<file path="src/rtl/shift_seq_ctrl.sv">
// Sequencer that serialises a request word MSB-first into shift_reg, then
// captures the register's parallel output and returns it with a match flag.
module shift_seq_ctrl #(
  parameter int   WIDTH    = 4,
  parameter logic IDLE_BIT = 1'b0
) (
  input  logic             clk,
  input  logic             n_rst,
  input  logic             req_valid,
  output logic             req_ready,
  input  logic [WIDTH-1:0] req_data,
  input  logic             abort,
  output logic             sr_in,
  input  logic [WIDTH-1:0] sr_out,
  output logic             rsp_valid,
  input  logic             rsp_ready,
  output logic [WIDTH-1:0] rsp_data,
  output logic             rsp_match,
  output logic             busy
);

  localparam int CNT_W = (WIDTH > 1) ? $clog2(WIDTH) : 1;

  typedef enum logic [1:0] {IDLE, SHIFT, CAPTURE, RESP} state_t;

  state_t           state;
  state_t           state_nxt;
  logic [WIDTH-1:0] data_q;
  logic [CNT_W-1:0] cnt;

  always_ff @(posedge clk or negedge n_rst) begin
    if (!n_rst) state <= IDLE;
    else        state <= state_nxt;
  end

  always_comb begin
    state_nxt = state;
    req_ready = 1'b0;
    busy      = 1'b0;
    sr_in     = IDLE_BIT;
    case (state)
      IDLE: begin
        req_ready = 1'b1;
        if (req_valid) state_nxt = SHIFT;
      end
      SHIFT: begin
        busy  = 1'b1;
        sr_in = data_q[cnt];
        if (abort)         state_nxt = IDLE;
        else if (cnt == '0) state_nxt = CAPTURE;
      end
      CAPTURE: begin
        busy = 1'b1;
        if (abort) state_nxt = IDLE;
        else       state_nxt = RESP;
      end
      RESP: begin
        busy = 1'b1;
        if (rsp_ready) state_nxt = IDLE;
      end
      default: state_nxt = IDLE;
    endcase
  end

  // The counter exits SHIFT at zero, so it never has to wrap.
  always_ff @(posedge clk or negedge n_rst) begin
    if (!n_rst) begin
      data_q    <= '0;
      cnt       <= '0;
      rsp_valid <= 1'b0;
      rsp_data  <= '0;
      rsp_match <= 1'b0;
    end else begin
      case (state)
        IDLE: begin
          if (req_valid) begin
            data_q <= req_data;
            cnt    <= CNT_W'(WIDTH - 1);
          end
        end
        SHIFT: begin
          if (!abort && cnt != '0) cnt <= cnt - 1'b1;
        end
        CAPTURE: begin
          if (!abort) begin
            rsp_data  <= sr_out;
            rsp_match <= (sr_out == data_q);
            rsp_valid <= 1'b1;
          end
        end
        RESP: begin
          if (rsp_ready) rsp_valid <= 1'b0;
        end
        default: ;
      endcase
    end
  end

endmodule

</file>
<file path="config.mk">
export PLATFORM = sky130hd
export DESIGN_NAME = shift_seq_ctrl
export DESIGN_NICKNAME = d
export VERILOG_FILES = /design/src/rtl/shift_seq_ctrl.sv
export SDC_FILE = /design/constraint.sdc
export NUM_CORES = 1
export LEC_CHECK = 0
export CAP_MARGIN = 20
export CORE_ASPECT_RATIO = 0.75
export CORE_MARGIN = 10
export CORE_UTILIZATION = 35
export DETAILED_ROUTE_END_ITERATION = 8
export SYNTH_ARGS = -nofsm -noshare
export SYNTH_HDL_FRONTEND = slang
export SYNTH_SLANG_ARGS = --single-unit
</file>
<file path="constraint.sdc">
create_clock -name clk -period 2.1 [get_ports clk]
set_input_delay 0.42 -clock clk [delete_from_list [all_inputs] [get_ports clk]]
set_output_delay 0.42 -clock clk [all_outputs]
set_load 0.1 [all_outputs]
</file>
Yosys cells after proc, flatten, opt, wreduce, memory -nomap -nowiden

Cells that the tools add are included.

$add $sub $neg: 1
$lt $le $gt $ge: 1
Eq/ne operators: 9
Muxes and demuxes: 17
Bitwise logic cells: 1
Reductions and logical operators: 13

Operators with widths:

| cell                  | count |
|---|---|
| $mux W2               | 7 |
| $reduce_and A3 Y1     | 3 |
| $ne A2 B2 Y1 const B  | 4 |
| $pmux W2 S4           | 1 |
| $mux W1               | 6 |
| $reduce_bool A2 Y1    | 3 |
| $eq A2 B2 Y1 const B  | 2 |
| $eq A4 B4 Y1          | 1 |
| $logic_not A2 Y1      | 2 |
| $pmux W2 S2           | 1 |
| $reduce_and A2 Y1     | 2 |
| $lt A2 B3 Y1 const B  | 1 |
| $ne A3 B3 Y1 const B  | 1 |
| $reduce_or A3 Y1      | 1 |
| $bmux W1 S2           | 1 |
| $eq A2 B1 Y1 const B  | 1 |
| $pmux W1 S2           | 1 |
| $sub A2 B1 Y2 const B | 1 |
| $logic_and A1 B1 Y1   | 1 |
| $logic_not A1 Y1      | 1 |
| $not A1 Y1            | 1 |

Flip-flop bits (word level): 14
Input bits: 13
Output and inout bits: 9
Logic and storage cells: 48

Depth between registers and ports, before layout

Gate-level depths: netlist (run 1).

Depth after elaboration: 4
Gate-level depth with buffers: 5
Mapped depth without buffers: 5

Worst setup path before layout (run 1)

Ideal clock, no wire load.

Path type: flip-flop to output port
From: register state[1]
To: output port busy
Arrival time: 2690 ps
Required time: 1680 ps
Path slack: -1010 ps
Cell stages (with the launch flop): 3
Path buffers: 0
Cells stage by stage: dfrtp_1 > nor2_1 > inv_1

Cells in the longest elaborated chain, start to end: 3
Elaborated cells between the ends (all ways): 5
Classes of those cells: 3 x eq/ne; 1 x mux; 1 x reduce/logical

RTL lines:

| what                                                | line | RTL |
|---|---|---|
| start, declared                                     | 26   | `state_t state;` |
| start signal, assigned                              | 33   | `else state <= state_nxt;` |
| $eq A2 B2 Y1 / $eq A2 B1 Y1 (equally long branches) | 41   | `case (state)` |
| $reduce_or A3 Y1 (no line) (*)                      | --   |  |
| $mux W1 (*)                                         | 41   |  |
| end, declared                                       | 19   | `output logic busy` |

Every way passes the cells marked *; elsewhere a longest branch is shown, timed or not.

Worst setup path in the final report (run 1)

From: register cnt[0]
To: output port sr_in

Cells in the longest elaborated chain, start to end: 3

RTL lines:

| what                          | line | RTL |
|---|---|---|
| start, declared               | 29   | `logic [CNT_W-1:0] cnt;` |
| start signal, assigned        | 78   | `cnt <= CNT_W'(WIDTH - 1);` |
| start signal, assigned        | 82   | `if (!abort && cnt != '0) cnt <= cnt - 1'b1;` |
| $bmux W1 S2                   | 48   | `sr_in = data_q[cnt];` |
| $mux W1 (implied by the code) | 48   |  |
| $mux W1                       | 41   |  |
| end, declared                 | 13   | `output logic sr_in,` |

Every way passes these cells. The select of a mux whose other input is x is not followed.

==> results.md, run 1 <==
- Total negative slack for setup checks: 0 ns
- Number of flip-flops and latches in the synthesized netlist: 14
- Number of library cell types mapped by synthesis: 23
- Via count of the first global-routing pass: 539
- Area share of the largest cell type after synthesis: between 40% and 50%
- Max clock buf depth: 2
- EDFF count, synth: 0
- CTS buffer count: 3
- Clock root buffer: sky130_fd_sc_hd__clkbuf_4
- Top cells by instance count after synthesis: sky130_fd_sc_hd__dfrtp_1, sky130_fd_sc_hd__mux2_2, sky130_fd_sc_hd__nor2_1, sky130_fd_sc_hd__a21oi_1, sky130_fd_sc_hd__xor2_1
- Worst-case clock skew: 0.000864 ns
- Clock latency on the worst-skew pair: 0.27 ns
- Number of cells upsized or downsized after cts: 0
- Core footprint: 1820 um^2
- Standard-cell row count: 13
- Setup repair after global routing missed its margin: false
- YS warnings: 0
- Initial antenna violation count: 0
- Syn Nets: 75
- Maximum clock frequency: 0.504 GHz
- Worst-case headroom to the max-slew limit: around 60%
- Post-Syn Area: 702 um^2
- Post-Syn Instances: 61
- Dpl ws: about 0.34 ns
- Number of violations reported at the end of detailed-routing iteration 0: 31
- Post-DP HPWL: 1250 um
- Type of destination of the critical path: output pin
- R2R Path Start: state[1]
- Slew at the pin with the worst max-slew slack: 0.602 ns
- Wire length after detailed routing: 1490 um
- Routability-driven placement congestion ratio: approximately 0.73
- Min-Delay Path Class: reg2reg
- Mean number of vias per cell: 4.81
- Pin count of the biggest net entering global routing: 15
- Global-route wire length before repair: 2660 um
- Number of optimization iterations in the first detailed-route pass: 2
- Nets@finish: 100
- Hold slack final: 0.512 ns
- Global-route usage over all layers: 7.75%
- Clock input transition at the sequential cells of the worst setup and hold paths: approximately 0.070 ns
- Total instance count after detailed placement: 103
- CTS hold repair buffers: 0
- Die Width: 71.7 um
- Fraction of the yosys area taken by sequential cells: 49.9%
- Worst hold path startpoint: rsp_data[2]
- Number of clock sinks: 14
- Wirelength per Cell: 14.1 um
- DRC violations left: 0
- Ports placed on the boundary: 22
- Synth Area per Inst: 11.5 um^2
- Antenna cell count: 0
- Initial cell density of the core: 38.5%
- Final Hold Violating Endpoints: 0
- FF-to-FF path depth: 3
- Top cells by area in the synthesized netlist: sky130_fd_sc_hd__dfrtp_1, sky130_fd_sc_hd__mux2_2, sky130_fd_sc_hd__xor2_1
- Maximum net fanout on the critical path: 4
- Final setup viols: 0
- Post-CTS setup buffers: 0
- Post-route clock period utilization: 94.6%
- Most frequent cell after synthesis: sky130_fd_sc_hd__dfrtp_1
- Number of I/O port buffers: 21
- Hold EP: rsp_data[2]
- CTS H-tree depth: 1
- Critical path class: reg2out
- Fraction of registers with async set or reset after synthesis: 100%
- Proportion of layout cells with a drive suffix above 1: about a third
- Time the final worst path needs with I/O delays and setup: 1.99 ns
- Area overhead of the layout relative to synthesis: 39.6%
- Vias: 510
- Yosys top cell by area: sky130_fd_sc_hd__dfrtp_1
- Number of slew-limit violations in the final report: 0
- Post-DRT Antenna Nets: 0
- Total gr overflow: 0
- Die Height: 58.8 um
- Max-Cap Viols: 0
- Capture point of the worst reg-to-reg path: rsp_data[1]
- Final setup slack of the worst path: ~0.11 ns
- Commonest register cell after synthesis: sky130_fd_sc_hd__dfrtp_1
- Critical path data required time: 1.68 ns
- Run status: finished clean
- Min-Delay Path Depth: 1
- Final non-filler cell total: approximately 110
- Clock tree from TritonCTS: done
- Kind of launch point of the worst setup path: flip-flop
- Setup slack of the most critical reg-to-reg path: 0.67 ns
- Signal arrival time at the worst endpoint: 1.57 ns
- Die area: 4220 um^2
## metal layers
metal / up-vias / share of wire [%] / GRT usage [%]
met2: 10 / 45 / 11.2
met4: 0 / 1.3 / 2.48
met5: - / 0 / 0
li1: 260 / - / -
met1: 238 / 49 / 9.89
met3: 2 / 5.2 / 3.69
## registers in the layout (all words and copies together) (netlist names)
register / cells
data_q: 4
cnt: 2
state: 2
rsp_valid: 1
rsp_data: 4
rsp_match: 1
## worst max-delay path by stage
stage / end / from
2_1_floorplan: busy / state[1]
6_report: sr_in / cnt[0]
3_3_place_gp: rsp_data[2] / abort
4_1_cts: sr_in / cnt[0]
3_5_place_dp: rsp_data[2] / abort
5_1_grt: sr_in / cnt[0]
## cell type report
| type | instances | area (um^2) |
|---|---|---|
| clock buffer | 3 | 22.5 |
| fill | 168 | 842 |
| inverter | 4 | 15.0 |
| multi-input combinational | 42 | 339 |
| sequential | 14 | 350 |
| tap | 22 | 27.5 |
| timing repair buffer | 21 | 225 |
## logic make-up (layout without fill, tap and decap cells)
group	after synthesis	after routing	synth area share [%]
fa+ha+maj	1	1	1.78
flops	14	14	49.9
buf+inv	5	28	2.85
mux	10	10	17.6
xor+xnor	4	4	4.99
compound gates	11	11	9.80
simple gates	16	16	13.0
## worst max-delay path, cell delays in order (launching register included)
cell and delay, ns:
sky130_fd_sc_hd__dfrtp_1 0.40, sky130_fd_sc_hd__mux4_2 0.50, sky130_fd_sc_hd__and3_1 0.22, sky130_fd_sc_hd__buf_12 0.17
## cell usage in the layout, fill, tap and decap left out, types with 2 or more instances in the layout
cell type	count
sky130_fd_sc_hd__nand2_1	2
sky130_fd_sc_hd__mux2_2	9
sky130_fd_sc_hd__nor2b_1	2
sky130_fd_sc_hd__inv_1	3
sky130_fd_sc_hd__o21ai_0	3
sky130_fd_sc_hd__buf_12	3
sky130_fd_sc_hd__clkbuf_4	3
sky130_fd_sc_hd__buf_4	6
sky130_fd_sc_hd__xor2_1	4
sky130_fd_sc_hd__nor2_1	5
sky130_fd_sc_hd__clkdlybuf4s50_1	12
sky130_fd_sc_hd__dfrtp_1	14
sky130_fd_sc_hd__a21oi_1	4
## metrics by stage
step	instance area, um^2	utilization [%]
2_1_floorplan	709	-
3_3_place_gp	957	52.5
3_5_place_dp	957	52.5
4_1_cts	980	53.8
5_1_grt	980	53.8
6_report	980	53.8
Power of run 1 is left out: the tool's default activity adds up to more than one toggle a clock period on the data nets, which glitch-free logic cannot reach.
==> run 2, diff against run 1 <==
CAP_MARGIN = 0   (was 20)
clock period = 2.2 ns   (was 2.1 ns; I/O delays follow)
==> results of run 2 <==
Same layout as run 1 (identical final DEF). Status: finished clean.
Main changes from that run: setup slack after placement 0.342 ns -> 0.422 ns; setup slack after layout 0.114 ns -> 0.194 ns; register-to-register setup slack 0.67 ns -> 0.77 ns
Power of run 2 is left out for the same reason.
==> run 3, diff against run 2 <==
==> constraint.sdc (replaced) <==
create_clock -name clk -period 2.2 [get_ports clk]
set_input_delay 0.44 -clock clk [delete_from_list [all_inputs] [get_ports clk]]
set_output_delay 0.44 -clock clk [all_outputs]
set_load 0.05 [all_outputs]
==> results.md, run 3 (synthesis gave the netlist of run 1 again) <==
- Via count of the first global-routing pass: 524
- Number of optimization iterations in the first detailed-route pass: 3
- Top library cells by usage in the layout, fill and taps aside: sky130_fd_sc_hd__clkdlybuf4s50_1, sky130_fd_sc_hd__dfrtp_1, sky130_fd_sc_hd__mux2_2, sky130_fd_sc_hd__nor2_1
- Core footprint: between 1500 and 2000 um^2
- Global-route wire length before repair: 2730 um
- Post-DP HPWL: 1230 um
- CTS buffer count: 3
- Clock root buffer: sky130_fd_sc_hd__clkbuf_4
- Kind of launch point of the worst setup path: flip-flop
- DR top layer: met4
- Post-route clock period utilization: 90.9%
- Setup repair after global routing missed its margin: false
- Ports placed on the boundary: 22
- Hold slack final: 0.513 ns
- Maximum clock frequency: 0.500 GHz
- Mean number of vias per cell: 4.89
- Total negative slack for setup checks: 0 ns
- Max-Cap Viols: 0
- Number of violations reported at the end of detailed-routing iteration 0: 39
- Number of clock sinks: 14
- Post-CTS setup buffers: 0
- Worst-case vdd ir drop: 812 uV
- Worst setup startpoint: cnt[0]
- Total met3 wirelength after detailed routing: 93 um
- Post-DRT Antenna Nets: 0
- Most frequent standard cell in the layout excluding fill and tap cells: sky130_fd_sc_hd__clkdlybuf4s50_1
- Initial cell density of the core: 38.5%
- Die Height: 58.8 um
- CTS hold repair buffers: 0
- Leading registers by flop count: data_q x4, rsp_data x4
- Antenna cell count: 0
- Worst-case clock skew: 0.00402 ns
- Leakage component of the power: 0.409 nW
- Total gr overflow: 0
- CTS H-tree depth: 1
- Wirelength per Cell: 14.6 um
- Min-Delay Path Class: reg2reg
- Sum of routed wire segments on met1: 724 um
- Initial antenna violation count: 0
- Time the final worst path needs with I/O delays and setup: 2.00 ns
- Area overhead of the layout relative to synthesis: 35.3%
- Proportion of layout cells with a drive suffix above 1: 23.8%
- Die Width: 71.7 um
- Clock tree from TritonCTS: done
- Standard-cell row count: 13
- Signal arrival time at the worst endpoint: between 1.5 and 2 ns
- Max clock buf depth: 2
- Pin count of the biggest net entering global routing: 15
- Power density over the cells: 1600 nW/um^2
- Die area: 4220 um^2
- Worst-case headroom to the max-slew limit: roughly three fifths
- Type of destination of the critical path: output pin
- Vias: 518
- Number of slew-limit violations in the final report: 0
- Metal2 WL: between 700 and 800 um
- DRC violations left: 0
- Power after layout: approximately 0.0015 W
- Final setup viols: 0
- Number of cells upsized or downsized after cts: 0
- Maximum net fanout on the critical path: 4
- R2R Path Start: state[0]
- Worst hold path startpoint: rsp_data[2]
- Number of I/O port buffers: 21
- Routability-driven placement congestion ratio: roughly 0.75
- Critical path class: reg2out
- Nets@finish: 100
- Critical path data required time: around 1.8 ns
- Run status: finished clean
- Slew at the pin with the worst max-slew slack: 0.627 ns
- Clock latency on the worst-skew pair: 0.27 ns
- Final Hold Violating Endpoints: 0
- Wire length after detailed routing: 1550 um
- Global-route usage over all layers: under 10%
- Clock input transition at the sequential cells of the worst setup and hold paths: around 0.07 ns
==> run 3: critical path, cell delays in order (launching register included) <==
cell	delay, ns
sky130_fd_sc_hd__dfrtp_1	0.41
sky130_fd_sc_hd__mux4_2	0.50
sky130_fd_sc_hd__and3_1	0.19
sky130_fd_sc_hd__buf_4	0.18
==> run 3: path summary, 6_finish.rpt <==
check                      slack [ns]     endpoint  cells after the start
min                              0.51  rsp_data[2]                      1
min in group asynchronous        0.55    data_q[0]                      1
min reg2reg                      0.51  rsp_data[2]                      1
max                              0.20        sr_in                      3
max in group asynchronous        1.24  rsp_data[2]                      1
max reg2reg                      0.79    data_q[2]                      3
==> run 3: report_power, final <==
| part | switching, W | internal, W | leakage (nW) |
|---|---|---|---|
| Clock | 0.0000750 | 0.0000634 | 0.0138 |
| Combinational | 0.000499 | 0.000366 | 0.233 |
| Sequential | 0.000129 | 0.000386 | 0.163 |
==> run 3: cell type report <==
type / instances / area (um^2)
Fill cell: 177 / 872
Sequential cell: 14 / 350
Tap cell: 22 / 27.5
Clock buffer: 3 / 22.5
Inverter: 4 / 15.0
Timing Repair Buffer: 21 / 203
Multi-Input combinational cell: 42 / 332
==> run 3: layer usage <==
metal,global-route usage [%],vias to the layer above
li1,-,263
met3,3.69,2
met1,10.4,240
met2,11.8,13
met5,0,-
met4,4.13,0
==> run 3: stage by stage <==
step	cells	worst slack [ns]	instance area, um^2	utilization (%)
floorplan	61	0.145	702	-
global placement	103	0.454	927	50.9
detailed placement	103	0.409	927	50.9
CTS	106	0.183	950	52.1
global route	106	0.115	950	52.1
finish	106	0.201	950	52.1
Note: power is estimated with default switching activity, not from simulation.
==> RTL change (config.mk and constraints of run 3) <==
The 4 states of `state_t` get a one-hot encoding in 4 bits.
--- a/src/rtl/shift_seq_ctrl.sv
+++ b/src/rtl/shift_seq_ctrl.sv
@@ -21,7 +21,7 @@
 
   localparam int CNT_W = (WIDTH > 1) ? $clog2(WIDTH) : 1;
 
-  typedef enum logic [1:0] {IDLE, SHIFT, CAPTURE, RESP} state_t;
+  typedef enum logic [3:0] {IDLE = 4'b0001, SHIFT = 4'b0010, CAPTURE = 4'b0100, RESP = 4'b1000} state_t;
 
   state_t           state;
   state_t           state_nxt;
Formal check against the unedited RTL: same outputs for any inputs over 10 cycles, from zero or initial values and one cycle with n_rst low; not proved beyond that.
==> RTL change against run 3 <==
Cell area increased by 20%; area after synthesis rose by 19%; sequential share of layout area is 1.6 points lower; routed wire length is 11% higher; sequential cell count up 2; worst setup slack worse by 19 ps; critical path type unchanged; critical endpoint unchanged; highest routed layer is now met3.
Power is not compared: it rests on default switching activity, and its combinational part moved more than twofold at a synthesized area within 25%.
==> RTL change: results (changes against run 3) <==
stage,metric,value,unit,change
outcome,status,"complete, no violations",,
placed_design,HPWL Detailed,1400,um,+14%
yosys,post-synth cell types,30,,+30%
clock_tree,Worst-path clk slew,90,ps,+20 ps
yosys,Synth top cells by count,"dfrtp_1, mux2_4, xor2_1",,
grt,total global routing track utilization,7.54,%,-0.75 points
drt,WL per Instance,13.7,um,-6.3%
placed_design,routability cong.,0.749,,-0.16%
critical_path,reg-to-reg startpoint,state[2],,
drt,Detailed Route Iter0 Violations,32,,-18%
finish,Finished Layout Cells,126,,+19%
critical_path,Critical Path Start,state[1],,
finish,share of cells above drive strength 1,23.9,%,+0.10 points
placed_design,dpl cell area,1110,um^2,+20%
yosys,sequential share of the synthesized area,48.1,%,-1.9 points
grt,largest net degree at the start of global routing,17,,+2
timing,Final Skew,5.96,ps,+1.93 ps
yosys,syn nets,83,,+11%
timing,Slew headroom,66.5,%,+8.4 points
yosys,Synth area leaders,"dfrtp_1, mux2_4, mux2_2",,
placed_design,Placed Instances,122,,+18%
yosys,Syn Area/Cell,12.1,um^2,+5.3%
finish,# fillers,219,,+24%
critical_path,Worst Path Max Fanout,10,,+6
finish,largest registers,"data_q: 4 flops, rsp_data: 4 flops, state: 4 flops",,
placed_design,pre-CTS setup slack,43.8,ps,-365 ps
-- RTL change: layer usage --
layer | global-route usage, % | wire length (um) | up-vias
met3 | 3.88 | 112 | 0
met2 | 11.1 | 772 | 18
met4 | 0 | 0 | 0
met5 | 0 | 0 | -
met1 | 10.1 | 838 | 292
li1 | - | - | 296
-- RTL change: final cells by class --
type	count	area, um^2	share of cell area (%)
flip-flops and latches	16	402	35.3
repair buffers	24	263	23.1
inverters	3	11.3	0.989
clock buffers	4	26.3	2.31
multi-input cells	45	394	34.6
well taps	34	42.5	3.74
-- RTL change: final timing paths --
path                            slack (ps)          end  depth (start not counted)
worst max-delay path                   180        sr_in                          3
worst min-delay path                   480     state[1]                          2
worst max register to register         340  rsp_data[1]                          3
worst min register to register         510  rsp_data[0]                          1
max in group asynchronous             1470     state[0]                          2
min in group clk                       510  rsp_data[0]                          1
-- RTL change: where the power goes --
group / total, W / internal [W] / switching, W / leakage (nW)
Sequential: 0.000416 / 0.000348 / 0.0000679 / 0.195
Combinational: 0.000296 / 0.000171 / 0.000125 / 0.313
Clock: 0.000156 / 0.0000703 / 0.0000856 / 0.0150
-- RTL change: cell families (layout without fill, tap and decap cells) --
kind of cell    count (synthesis)  in the layout  share of synthesized area (%)
buf+inv                         8             31                           5.84
compound gates                 10             10                           7.49
simple gates                   18             18                           13.6
fa+ha+maj                       1              1                           1.50
flops                          16             16                           48.1
mux                            11             11                           18.3
xor+xnor                        5              5                           5.24
-- RTL change: worst max-delay path, stage by stage, from the launching register on --
cell and delay, ps:
dfrtp_1 540, nor4b_1 360, and2_1 250, buf_12 150
